[src/rtl/shift_rx_pkg.sv]
// ---------------------------------------------------------------------------
// shift_rx_pkg
// Shared definitions for the serial-to-parallel receiver:
//   state_t        - receiver FSM states (IDLE: no partial frame, SHIFT: partial
//                    frame held)
//   WIDTH_DEFAULT  - default parallel word width
//   cnt_w()        - bit-counter width for a given word width
// No ports (package).
// ---------------------------------------------------------------------------
package shift_rx_pkg;

    typedef enum logic {
        IDLE  = 1'b0,
        SHIFT = 1'b1
    } state_t;

    localparam int WIDTH_DEFAULT = 4;

    // Counter must hold values 0..WIDTH, hence one bit above clog2.
    function automatic int cnt_w(input int w);
        return $clog2(w) + 1;
    endfunction

endpackage

[src/rtl/shift_rx_core.sv]
// ---------------------------------------------------------------------------
// shift_rx_core
// Directional shift register with bit counter. Collects WIDTH serial bits
// into a word, shifting left (MSB first) or right (LSB first) according to
// the direction latched on the first bit of each frame.
// Ports:
//   clk          in   clock, rising edge
//   rst_n        in   synchronous active-low reset
//   i_clr        in   abort the partial frame (frame sync)
//   i_first      in   the bit offered this cycle starts a new frame
//   i_shift      in   accept i_sdi this cycle
//   i_sdi        in   serial data bit
//   i_msb_first  in   direction for a frame starting this cycle
//   o_done       out  this cycle's accepted bit completes the word
//   o_next_word  out  word contents including this cycle's bit
// ---------------------------------------------------------------------------
module shift_rx_core
    import shift_rx_pkg::*;
#(
    parameter int WIDTH = WIDTH_DEFAULT
) (
    input  logic             clk,
    input  logic             rst_n,
    input  logic             i_clr,
    input  logic             i_first,
    input  logic             i_shift,
    input  logic             i_sdi,
    input  logic             i_msb_first,
    output logic             o_done,
    output logic [WIDTH-1:0] o_next_word
);

    localparam int CW = cnt_w(WIDTH);

    logic [CW-1:0]    r_cnt;
    logic [WIDTH-1:0] r_word;
    logic             r_dir;

    logic [CW-1:0]    w_cnt_base;
    logic [WIDTH-1:0] w_word_base;
    logic             w_dir;

    // A frame sync in the same cycle as a valid bit makes that bit the first
    // of a fresh frame, so the cleared state is what gets shifted.
    assign w_cnt_base  = i_clr ? '0 : r_cnt;
    assign w_word_base = i_clr ? '0 : r_word;
    assign w_dir       = i_first ? i_msb_first : r_dir;

    assign o_next_word = w_dir ? {w_word_base[WIDTH-2:0], i_sdi}
                               : {i_sdi, w_word_base[WIDTH-1:1]};
    assign o_done      = i_shift && (w_cnt_base == CW'(WIDTH - 1));

    always_ff @(posedge clk) begin
        if (!rst_n) begin
            r_cnt  <= '0;
            r_word <= '0;
            r_dir  <= 1'b0;
        end else if (i_shift) begin
            r_dir <= w_dir;
            if (o_done) begin
                r_cnt  <= '0;
                r_word <= '0;
            end else begin
                r_cnt  <= w_cnt_base + 1'b1;
                r_word <= o_next_word;
            end
        end else if (i_clr) begin
            r_cnt  <= '0;
            r_word <= '0;
        end
    end

endmodule

[src/rtl/shift_rx.sv]
// ---------------------------------------------------------------------------
// shift_rx
// Serial-to-parallel receiver with a one-deep output buffer and a sticky
// overrun flag. Holds the frame FSM, output buffer and overrun logic; the
// shifting itself lives in shift_rx_core.
// Ports:
//   clk        in   clock, rising edge
//   rst_n      in   synchronous active-low reset
//   sdi        in   serial data bit
//   s_valid    in   sdi holds a valid bit this cycle
//   msb_first  in   1: first bit is word bit WIDTH-1; 0: first bit is bit 0
//   start      in   frame sync, aborts a partial frame and clears overrun
//   Q          out  received parallel word
//   q_valid    out  Q holds an unconsumed word
//   q_ready    in   consumer accepts Q when q_valid & q_ready
//   overrun    out  sticky: a completed word was dropped
// ---------------------------------------------------------------------------
module shift_rx
    import shift_rx_pkg::*;
#(
    parameter int WIDTH = WIDTH_DEFAULT
) (
    input  logic             clk,
    input  logic             rst_n,
    input  logic             sdi,
    input  logic             s_valid,
    input  logic             msb_first,
    input  logic             start,
    output logic [WIDTH-1:0] Q,
    output logic             q_valid,
    input  logic             q_ready,
    output logic             overrun
);

    state_t           r_state;
    logic [WIDTH-1:0] r_q;
    logic             r_q_valid;
    logic             r_overrun;

    logic             w_first;
    logic             w_done;
    logic [WIDTH-1:0] w_next_word;

    assign w_first = start || (r_state == IDLE);

    shift_rx_core #(
        .WIDTH(WIDTH)
    ) u_core (
        .clk        (clk),
        .rst_n      (rst_n),
        .i_clr      (start),
        .i_first    (w_first),
        .i_shift    (s_valid),
        .i_sdi      (sdi),
        .i_msb_first(msb_first),
        .o_done     (w_done),
        .o_next_word(w_next_word)
    );

    always_ff @(posedge clk) begin
        if (!rst_n) begin
            r_state   <= IDLE;
            r_q       <= '0;
            r_q_valid <= 1'b0;
            r_overrun <= 1'b0;
        end else begin
            case (r_state)
                IDLE: begin
                    if (s_valid) r_state <= SHIFT;
                end
                SHIFT: begin
                    if (s_valid) r_state <= w_done ? IDLE : SHIFT;
                    else if (start) r_state <= IDLE;
                end
                default: r_state <= IDLE;
            endcase

            if (start) r_overrun <= 1'b0;

            // A completing word replaces the buffer only if the buffer is
            // empty or being drained this same edge; otherwise it is lost.
            if (w_done) begin
                if (!r_q_valid || q_ready) begin
                    r_q       <= w_next_word;
                    r_q_valid <= 1'b1;
                end else begin
                    r_overrun <= 1'b1;
                end
            end else if (r_q_valid && q_ready) begin
                r_q_valid <= 1'b0;
            end
        end
    end

    assign Q       = r_q;
    assign q_valid = r_q_valid;
    assign overrun = r_overrun;

endmodule

[config.mk]
export PLATFORM = sky130hd
export DESIGN_NAME = shift_rx
export DESIGN_NICKNAME = d
export VERILOG_FILES = /design/src/rtl/shift_rx_pkg.sv /design/src/rtl/shift_rx_core.sv /design/src/rtl/shift_rx.sv
export SDC_FILE = /design/constraint.sdc
export NUM_CORES = 1
export LEC_CHECK = 0
export ABC_CLOCK_PERIOD_IN_PS = 3300
export CORE_AREA = 2 2 39 41
export CTS_CLUSTER_DIAMETER = 100
export DETAILED_ROUTE_END_ITERATION = 12
export DIE_AREA = 0 0 41 43
export DONT_BUFFER_PORTS = 1
export PLACE_DENSITY = 0.72
export SLEW_MARGIN = 20
export SYNTH_ARGS = -nofsm -noshare
export SYNTH_HDL_FRONTEND = slang
export SYNTH_HIERARCHICAL = 1
export SYNTH_SLANG_ARGS = --single-unit
[constraint.sdc]
create_clock -name clk -period 3.3 [get_ports clk]
set_clock_uncertainty 0.1 [all_clocks]
set_input_delay 0.66 -clock clk [delete_from_list [all_inputs] [get_ports clk]]
set_output_delay 0.66 -clock clk [all_outputs]
set_load 0.005 [all_outputs]
==> summary.txt <==
Timing
  – FMAX: 532.9 MHz
  – Final hold vios: 0
  – RSZ-0062 raised after global routing: no
  – Setup TNS: 0 ns
  – Tmin final: 1.876 ns
  – Slew @ Worst Pin: 0.4211 ns
  – Max transition margin: 71.37%
  – Setup violators final: 0
  – Share of the clock period used by the worst path: 56.86%
  – Slew Viols, Final: 0

Worst setup path
  – CP Launch Type: input port
  – CP arrival: 1.98 ns
  – Worst path required time: 3.40 ns
  – Crit path depth: 6
  – CP delay by family, top: simple AND/OR/NAND/NOR gates
  – Worst r2r src: u_core/r_cnt[0]
  – Critical path capture point type: register
  – CP max stage delay: 0.34 ns
  – CP cell instances: nor2b_1, ha_1, nand2_1, nor2_1, nor2b_2, mux2i_1
  – Slowest CP cell: nor2b_2
  – Crit Path Class: in2reg
  – R2R Setup Slk: 1.44 ns
  – R2r worst-path depth: 6
  – Worst Path Buf+Inv: 0
  – CP Max Fanout: 12
  – Reg2reg end: Q[1]

Logic synthesis
  – Share of flip-flops with an asynchronous set or reset: 0%
  – Ys Warns: 6
  – Netlist cell types: 28
  – Mapped Cells: 84
  – Syn_nets: 92
  – Avg Inst Size Synth: 8.982 um2
  – Post-synth EDFFs: 0
  – Register area share after synthesis: 39.80%
  – Ys flop type: dfxtp_1
  – Post-Syn Area: 754.5 um2
  – FF+latch count, synth: 15

Layout
  – Layout cells sized above 1: 10.84%
  – Fill count: 136
  – Ant. Diodes: 0
  – Util after Layout: 55.61%
  – Finished Layout Cells: 99
  – Layout area overhead: 1.990%
  – Design Area, Final: 769.5 um2
  – Count of nets after finishing: 92

Routing
  – DRT Wirelength: 1393 um
  – WL/cell: 14.07 um
  – Routed vias: 565
  – Via/cell ratio: 5.707
  – DR iter-0 viols: 12
  – DRC errors left: 0
  – Final ANT Viol Nets: 0
  – Drt pass-1 iters: 4

Placed design
  – # port buffers: 0
  – Placement Cell Area: 742.0 um2
  – Hpwl dp: 1023 um
  – Routability Congestion: 0.7401
  – Placed Cells incl. Taps: 95

Die
  – Die ar.: 1763 um2
  – Die width: 41 um
  – Ports: 13
  – Core Region: 1384 um2
  – Initial Util: 54.52%
  – Row count: 14
  – Die height: 43 um

Clocking
  – Worst-skew pair later-pin latency: 0.28 ns
  – Post-CTS Setup Bufs: 0
  – Clk pin slew, worst setup/hold paths: 0.08 ns
  – TritonCTS Buffers: 3
  – CTS tree: built
  – Clock Sinks: 15
  – H-tree depth: 1
  – CTS Hold Bufs: 0
  – CTS Root Cell: clkbuf_4
  – Clock buffer depth: 2
  – Post_cts resized: 0

Power
  – Cell Pwr Density: 402.9 nW/um2
  – Leakage: 0.3073 nW
  – Reg power frac: 60.2%
  – Combinational share of power: 7.0%
  – Pint: 0.2410 mW
  – Sw frac: 22.26%
  – NetSw: 0.06902 mW
  – Max VDD drop: 0.0002045 V
  – Power share of the clock group: 32.8%
  – Total power: 0.3100 mW

Min path
  – Hold Crit Class: reg2reg
  – Hold EP: u_core/r_word[0]
  – Hold Path Depth: 2
  – Hold_sp: u_core/r_word[0]

Status
  – Status: complete, no violations

Global routing
  – Number of global-route vias before repair: 523
  – Tot GR Track Use: 18.81%
  – Initial antenna violation count: 0
  – Total gr overflow: 0
  – First-pass GRT wire length: 2187 um
  – Pin count of the biggest net entering global routing: 21

Run
  – Max_cap viols: 0
-- power groups by stage --
| stage | registers, mW | logic [mW] | clock network [mW] |
|---|---|---|---|
| 6_report | 0.187 | 0.0215 | 0.102 |
| 3_3_place_gp | 0.191 | 0.0202 | 0 |
| 5_1_grt | 0.187 | 0.0236 | 0.117 |
| 2_1_floorplan | 0.190 | 0.0243 | 0 |
| 4_1_cts | 0.187 | 0.0212 | 0.110 |
| 3_5_place_dp | 0.191 | 0.0211 | 0 |
-- metrics by stage --
step | setup slack, ns | hold slack [ns]
3_5_place_dp | 1.172 | 0.3557
6_report | 1.424 | 0.3685
2_1_floorplan | 1.317 | 0.3403
5_1_grt | 1.315 | 0.3836
3_3_place_gp | 1.216 | 0.3517
4_1_cts | 1.441 | 0.3682
-- routing by layer --
metal	wire length [um]	vias to the layer above	GRT usage (%)
met5	0	-	0
met4	11	0	8.000
met3	89	2	6.806
met2	623	16	27.81
met1	668	267	23.68
li1	-	280	-
-- registers in the layout, summed over array words and instances (netlist names) --
signal / cells
overrun: 1
u_core/r_word: 4
r_state: 1
u_core/r_dir: 1
Q: 4
u_core/r_cnt: 3
q_valid: 1
-- kinds of logic (layout without fill, tap and decap cells) --
| logic type | after synthesis | count (layout) | synth area share, % |
|---|---|---|---|
| AOI/OAI and AO/OA | 12 | 12 | 12.11 |
| adders and majority gates | 1 | 1 | 1.658 |
| buffers and inverters | 12 | 11 | 7.795 |
| DFF | 15 | 15 | 39.80 |
| muxes | 10 | 10 | 14.43 |
| and+or+nand+nor | 34 | 34 | 24.21 |
-- worst max-delay path by stage --
stage	startpoint	to	slack, ns
finish	start	Q[1]	1.42
global route	u_core/r_cnt[0]	Q[1]	1.31
CTS	u_core/r_cnt[0]	Q[1]	1.44
detailed placement	start	Q[1]	1.17
global placement	start	Q[1]	1.22
floorplan	start	Q[0]	1.32
-- Yosys cell counts (2+ instances only) --
library cell / instances / area share (%)
a21boi_0: 2 / 2.0
and3_1: 2 / 1.7
buf_2: 2 / 1.3
dfxtp_1: 15 / 40
inv_1: 7 / 3.5
mux2i_1: 8 / 11
nand2_1: 11 / 5.5
nand2b_1: 5 / 4.1
nand3_1: 3 / 2.0
nor2_1: 4 / 2.0
nor2b_1: 6 / 5.0
o211ai_1: 2 / 2.0
o32ai_1: 2 / 2.3
-- final cells by class --
type | count | area (um2) | share of cell area (%)
sequential | 15 | 300.3 | 39.02
multi-input combinational | 57 | 395.4 | 51.38
clock inverter | 1 | 5.005 | 0.6504
inverter | 7 | 26.28 | 3.415
clock buffer | 3 | 22.52 | 2.927
tap | 16 | 20.02 | 2.602
-- layout by cell type, fill, tap and decap left out, drive strengths merged, types with 3 or more instances in the layout --
cell type | Yosys | layout
clkbuf | 1 | 3
dfxtp | 15 | 15
inv | 7 | 7
mux2i | 9 | 9
nand2 | 11 | 11
nand2b | 5 | 5
nand3 | 3 | 3
nor2 | 4 | 4
nor2b | 8 | 8
-- worst register-to-register path, cell delays in order (launching register included) --
cell and delay (ns):
dfxtp_1 0.33, nor2b_1 0.20, ha_1 0.17, nand2_1 0.13
nor2_1 0.26, nor2b_2 0.34, mux2i_1 0.25
Note: power is estimated with default switching activity, not from simulation.
